## config.mk

```make
export PLATFORM = sky130hd
export DESIGN_NAME = imm_extend_pipe
export DESIGN_NICKNAME = d
export VERILOG_FILES = /design/src/rtl/imm_extend_pipe.sv
export SDC_FILE = /design/constraint.sdc
export NUM_CORES = 1
export LEC_CHECK = 0
export CAP_MARGIN = 10
export CORE_MARGIN = 5
export CORE_UTILIZATION = 25
export DETAILED_ROUTE_END_ITERATION = 12
export SETUP_SLACK_MARGIN = 0.3
export SLEW_MARGIN = 20
export SYNTH_ARGS = -nofsm -noshare
export SYNTH_HDL_FRONTEND = slang
export SYNTH_SLANG_ARGS = --single-unit
export TNS_END_PERCENT = 5
```

## constraint.sdc

```tcl
create_clock -name clk -period 3.8 [get_ports clk]
set_input_delay 0.76 -clock clk [delete_from_list [all_inputs] [get_ports clk]]
set_output_delay 0.76 -clock clk [all_outputs]
set_load 0.005 [all_outputs]
```

## src/rtl/imm_extend_pipe.sv

```systemverilog
// Two-stage immediate-extension unit for the ARM datapath.
// It decodes the 24-bit instruction immediate field into a DATA_W operand and the
// matching shifter carry. Beats move through a valid/ready pipeline that supports
// backpressure and flush.
module imm_extend_pipe #(
    parameter int DATA_W = 32,
    parameter bit ROT_EN = 1'b1
) (
    input  logic              clk,
    input  logic              reset,
    input  logic              flush,
    input  logic              in_valid,
    output logic              in_ready,
    input  logic [1:0]        ImmSrc,
    input  logic [23:0]       Extend_in,
    input  logic              CarryIn,
    output logic              out_valid,
    input  logic              out_ready,
    output logic [DATA_W-1:0] ExtImm,
    output logic              CarryOut
);

    // Rotate right within 32 bits. Shifting the doubled word avoids a shift by 32
    // when the amount is zero.
    function automatic logic [31:0] ror32(input logic [31:0] v, input logic [4:0] amt);
        return 32'({v, v} >> amt);
    endfunction

    // Build {carry, value} for one decoded beat.
    function automatic logic [DATA_W:0] extendImm(
        input logic [1:0]  src,
        input logic [23:0] ext,
        input logic        cin,
        input logic [4:0]  amt
    );
        logic [31:0]              rotated;
        logic signed [25:0]       brOff;
        logic signed [DATA_W-1:0] brExt;
        logic [DATA_W:0]          res;
        rotated = ror32({24'd0, ext[7:0]}, amt);
        brOff   = signed'({ext, 2'b00});
        brExt   = DATA_W'(brOff);
        case (src)
            // A zero rotate amount leaves the C flag untouched.
            2'b00:   res = {(amt == 5'd0) ? cin : rotated[31], DATA_W'(rotated)};
            2'b01:   res = {cin, DATA_W'(ext[11:0])};
            2'b10:   res = {cin, brExt};
            default: res = {cin, DATA_W'({ext[11:8], ext[3:0]})};
        endcase
        return res;
    endfunction

    logic              vld_p1;
    logic [1:0]        immSrc_p1;
    logic [23:0]       extendIn_p1;
    logic              carryIn_p1;
    logic [4:0]        rotAmt_p1;
    logic              vld_p2;
    logic              adv2;
    logic              adv1;
    logic              accept;
    logic [4:0]        rotAmtIn;
    logic [DATA_W:0]   extResult;

    assign adv2      = !vld_p2 || out_ready;
    assign adv1      = vld_p1 && adv2;
    assign in_ready  = !flush && (!vld_p1 || adv2);
    assign accept    = in_valid && in_ready;
    assign out_valid = vld_p2;
    assign rotAmtIn  = ROT_EN ? {Extend_in[11:8], 1'b0} : 5'd0;
    assign extResult = extendImm(immSrc_p1, extendIn_p1, carryIn_p1, rotAmt_p1);

    // Stage 1 occupancy: fill on accept, empty when the beat moves on.
    always_ff @(posedge clk) begin
        if (reset) begin
            vld_p1 <= 1'b0;
        end else if (flush) begin
            vld_p1 <= 1'b0;
        end else if (accept) begin
            vld_p1 <= 1'b1;
        end else if (adv1) begin
            vld_p1 <= 1'b0;
        end
    end

    // Stage 1 data capture, including the pre-decoded rotate amount.
    always_ff @(posedge clk) begin
        if (accept) begin
            immSrc_p1   <= ImmSrc;
            extendIn_p1 <= Extend_in;
            carryIn_p1  <= CarryIn;
            rotAmt_p1   <= rotAmtIn;
        end
    end

    // Stage 2: extend and register the result. Output is held while stalled.
    always_ff @(posedge clk) begin
        if (reset) begin
            vld_p2   <= 1'b0;
            ExtImm   <= '0;
            CarryOut <= 1'b0;
        end else if (flush) begin
            vld_p2 <= 1'b0;
        end else if (adv2) begin
            vld_p2 <= vld_p1;
            if (vld_p1) begin
                {CarryOut, ExtImm} <= extResult;
            end
        end
    end

endmodule

```

## Word level (Yosys, flattened, before mapping)

Cells that the tools add are included.

- Bits in registers: 66
- Output and inout bits: 35
- Logic and storage cells: 29

- Equality and inequality tests: 2
- Shift operators: 1
- Mux-type cells: 4
- Bitwise gates (word level): 1
- Reduce and logical (&&, ||, !) cells: 13

Operators by type and width:

| kind | count |
|---|---|
| $pmux W33 S3 | 1 |
| $shr A40 B5 Y32 | 1 |
| $logic_not A5 Y1 | 1 |
| $logic_and A1 B1 Y1 | 3 |
| $logic_not A1 Y1 | 3 |
| $mux W1 | 3 |
| $reduce_and A3 Y1 | 1 |
| $eq A2 B1 Y1 const B | 1 |
| $eq A2 B2 Y1 const B | 1 |
| $logic_not A2 Y1 | 1 |
| $logic_or A1 B1 Y1 | 2 |
| $reduce_bool A2 Y1 | 1 |
| $reduce_or A2 Y1 | 1 |
| $not A1 Y1 | 1 |

## Depth between registers and ports, before layout

- Depth after elaboration: 6
- Depth in mapped cells: 6
- Depth with buffers taken out: 4

## Worst setup path before layout

OpenSTA, ideal clock, no wires.

- Path type: input port to flip-flop
- Start point: in out_ready
- End point: reg carryIn_p1, enable pin
- Data arrival time: 1.766 ns
- Slack: 1.648 ns
- Stages: 3
- Buffers on the path: 0
- Path through: nor2b_1 -> a21oi_1 -> and2_1

- Longest elaborated chain between the ends: 4

RTL lines:

| element | RTL line | source |
|---|---|---|
| start, declared | 18 | `input logic out_ready,` |
| $logic_or A1 B1 Y1 | 65 | `assign adv2 = !vld_p2 \|\| out_ready;` |
| $logic_or A1 B1 Y1 | 67 | `assign in_ready = !flush && (!vld_p1 \|\| adv2);` |
| $logic_and A1 B1 Y1 | 67 |  |
| via in_ready | 13 | `output logic in_ready,` |
| $logic_and A1 B1 Y1 | 68 | `assign accept = in_valid && in_ready;` |
| via accept | 61 | `logic accept;` |
| end signal, assigned | 91 | `carryIn_p1 <= CarryIn;` |
| end, declared | 56 | `logic carryIn_p1;` |

The timed path passes the listed nets, and every way through them passes these cells.
A chain may end at the register's enable or synchronous reset.

## Worst setup path after layout

- Start point: in out_ready
- End point: out in_ready

- Longest elaborated chain between the ends: 3

RTL lines:

| element | RTL line |
|---|---|
| $logic_or A1 B1 Y1 | 65 |
| $logic_or A1 B1 Y1 | 67 |
| $logic_and A1 B1 Y1 | 67 |
| end, declared | 13 |

Every way passes these cells.

==> results.ini <==
[status]
run_status=finished clean

[worst_setup_path]
critPathCaptureType=output pin
worstPathMaxFanout=6
required_ns=3.04
start_kind=input pin
timing.rr.start=immSrc_p1[0]
r2r_cells=5
critical_path_class=input pin to output pin
arrival_ns=2.11
r2r_slack_ns=1.45
r2r_end=ExtImm[2]

[timing]
worst_pin_slew_ns=1.05
drv_slew=0
totalNegativeSetupSlack_ns=0
max_freq_mhz=348
slew_headroom_pct=30.3
hold_slack_ns=0.440
clock_skew_ns=0.00867
rsz0062_at_grt=no
finalHoldViolCount=0
period_share_pct=75.6
finalCriticalPeriod_ns=2.87
setup_viol=0

[placed_design]
gp_congestion=0.905
numPortBuffers=66
placed_cell_area_um2=3630
hpwl_um=6200

[route]
final_antenna_net_count=0
detail_route.first_pass.iterations=4
viasPerCell=5.04
drt_wl_total_um=8380
drc_errors=0
wire_per_inst_um=16.7
drt_iter0_drc=180
vias=2527

[synthesis]
synth_edf_count=27
synth_area_um2=2880
yosys.area.top_type=edfxtp_1
async_flop_share_pct=0
synth_top_area_share_pct=28.2
synthesis.nets=326
ys_seq_area_share_pct=52.5
synth_area_leaders=edfxtp_1 (28%), dfxtp_1 (24%), nor2_1 (5.1%), mux2i_1 (4.2%), a21oi_1 (3.3%)
ys.flop_type=dfxtp_1
synth_commonest_cells=nor2_1 (39), dfxtp_1 (35), edfxtp_1 (27)
syn_inst=294
ys_types=45
yosysMostFrequentCell=nor2_1
yosysWarnings=0
yosys_register_bits=62
avgSynthCellArea_um2=9.79

[grt]
grt_pass1_wl_um=13400
grt.overflow.total=0
grt_pass1_vias=2507
grt_usage_pct=12.7
grt_max_degree=31
antenna_found_initial=0

[floorplanning]
dieHeight_um=117
die_x_um=117
start_util_pct=25.3
ios=67
rows=39
die-area_um2=13800
core-area_um2=11400

[cts]
clk_pin_slew_ns=0.05
clk_path_buf_depth=2
clk_latency_ns=0.32
cts_buffers=9
cts_resized=0
ctsHtreeMaxLevel=3
cts_tree=done
hold_buffers=0
cts.sinks=62
post-cts-setup-buffer-count=0
cts_root_buf=clkbuf_16

[pwr]
p_per_area_nw_per_um2=423
power.leakage_uw=0.00129
vdd_ir_drop_max_mv=0.264

[worst_hold_path]
hp-class=register to register
min_from=ExtImm[13]
hold_end=ExtImm[13]
worstHoldPathCells=2

[run]
max-cap-violations=0

[finish]
layout.nets=385
layout-drive-gt1-share_pct=5.03
antenna_cells=0
syn2layout_area_growth_pct=35.1
final_cell_area_um2=3890

## state kept, by name (all words and copies together), names as in the netlist
register and cells:
carryIn_p1 1, out_valid 1, immSrc_p1 2, vld_p1 1, extendIn_p1 24, CarryOut 1
ExtImm 32
## critical path, cell delays in order
cell             delay, ns
clkdlybuf4s50_1       0.42
nor2b_1               0.33
a21oi_1               0.14
clkdlybuf4s50_1       0.46
## cell usage in the layout (no fill, tap or decap), drive strengths merged, types with 3 or more instances in the layout
master and instances:
clkdlybuf4s50 66, nor2 40, dfxtp 35, edfxtp 27, nand2 24, a21oi 19
nor3 17, clkbuf 14, a211oi 13, mux2i 12, o21ai 12, a221oi 8
nor4 8, nand2b 6, nor2b 5, o22ai 4, nand3 4, a311oi 4
buf 4, and2 3, nor3b 3, o211ai 3, a22o 3
## stage by stage
| stage | util, % | setup slack, ns | total power (uW) | instances |
|---|---|---|---|---|
| CTS | 34.2 | 0.918 | 1660 | 501 |
| detailed placement | 32.0 | 0.908 | 961 | 485 |
| global route | 34.2 | 0.855 | 1710 | 501 |
| finish | 34.2 | 0.929 | 1640 | 501 |
| global placement | 32.0 | 0.941 | 960 | 485 |
| floorplan | - | 1.65 | 869 | 294 |
## power breakdown
group / switching, uW / total [uW] / leakage (uW) / internal (uW)
logic: 88.2 / 174 / 0.000629 / 86.0
clock network: 256 / 694 / 0.000125 / 438
registers: 44.4 / 775 / 0.000537 / 731
## cell type report
| class | count | area (um2) |
|---|---|---|
| Clock inverter | 2 | 10.0 |
| Clock buffer | 14 | 244 |
| Fill cell | 1172 | 7480 |
| Sequential cell | 62 | 1510 |
| Inverter | 1 | 3.75 |
| Multi-Input combinational cell | 209 | 1250 |
| Tap cell | 143 | 179 |
| Timing Repair Buffer | 70 | 691 |
## logic make-up (layout without fill, tap and decap cells)
logic type             count (synthesis)  after routing  share of synthesized area [%]
and+or+nand+nor                      117            117                           20.1
AOI/OAI and AO/OA                     80             80                           19.1
muxes                                 12             12                           4.17
buffers and inverters                 23             87                           4.04
DFF                                   62             62                           52.5
## metal layers
layer	wire length [um]	up-vias	part of all wire [%]	GRT usage [%]
li1	-	1233	-	-
met1	3760	1199	45	16.8
met2	3860	87	46	19.5
met3	657	8	7.8	4.22
met4	107	0	1.3	4.36
met5	0	-	0	0
## worst max-delay path by stage
| stage | startpoint | end | slack, ns | cells after the start |
|---|---|---|---|---|
| 5_1_grt | out_ready | in_ready | 0.85 | 4 |
| 3_3_place_gp | out_ready | in_ready | 0.94 | 4 |
| 2_1_floorplan | out_ready | carryIn_p1 | 1.65 | 3 |
| 3_5_place_dp | out_ready | in_ready | 0.91 | 4 |
| 6_report | out_ready | in_ready | 0.93 | 4 |
| 4_1_cts | out_ready | in_ready | 0.92 | 4 |
No activity file was read; power rests on OpenSTA's default activity.
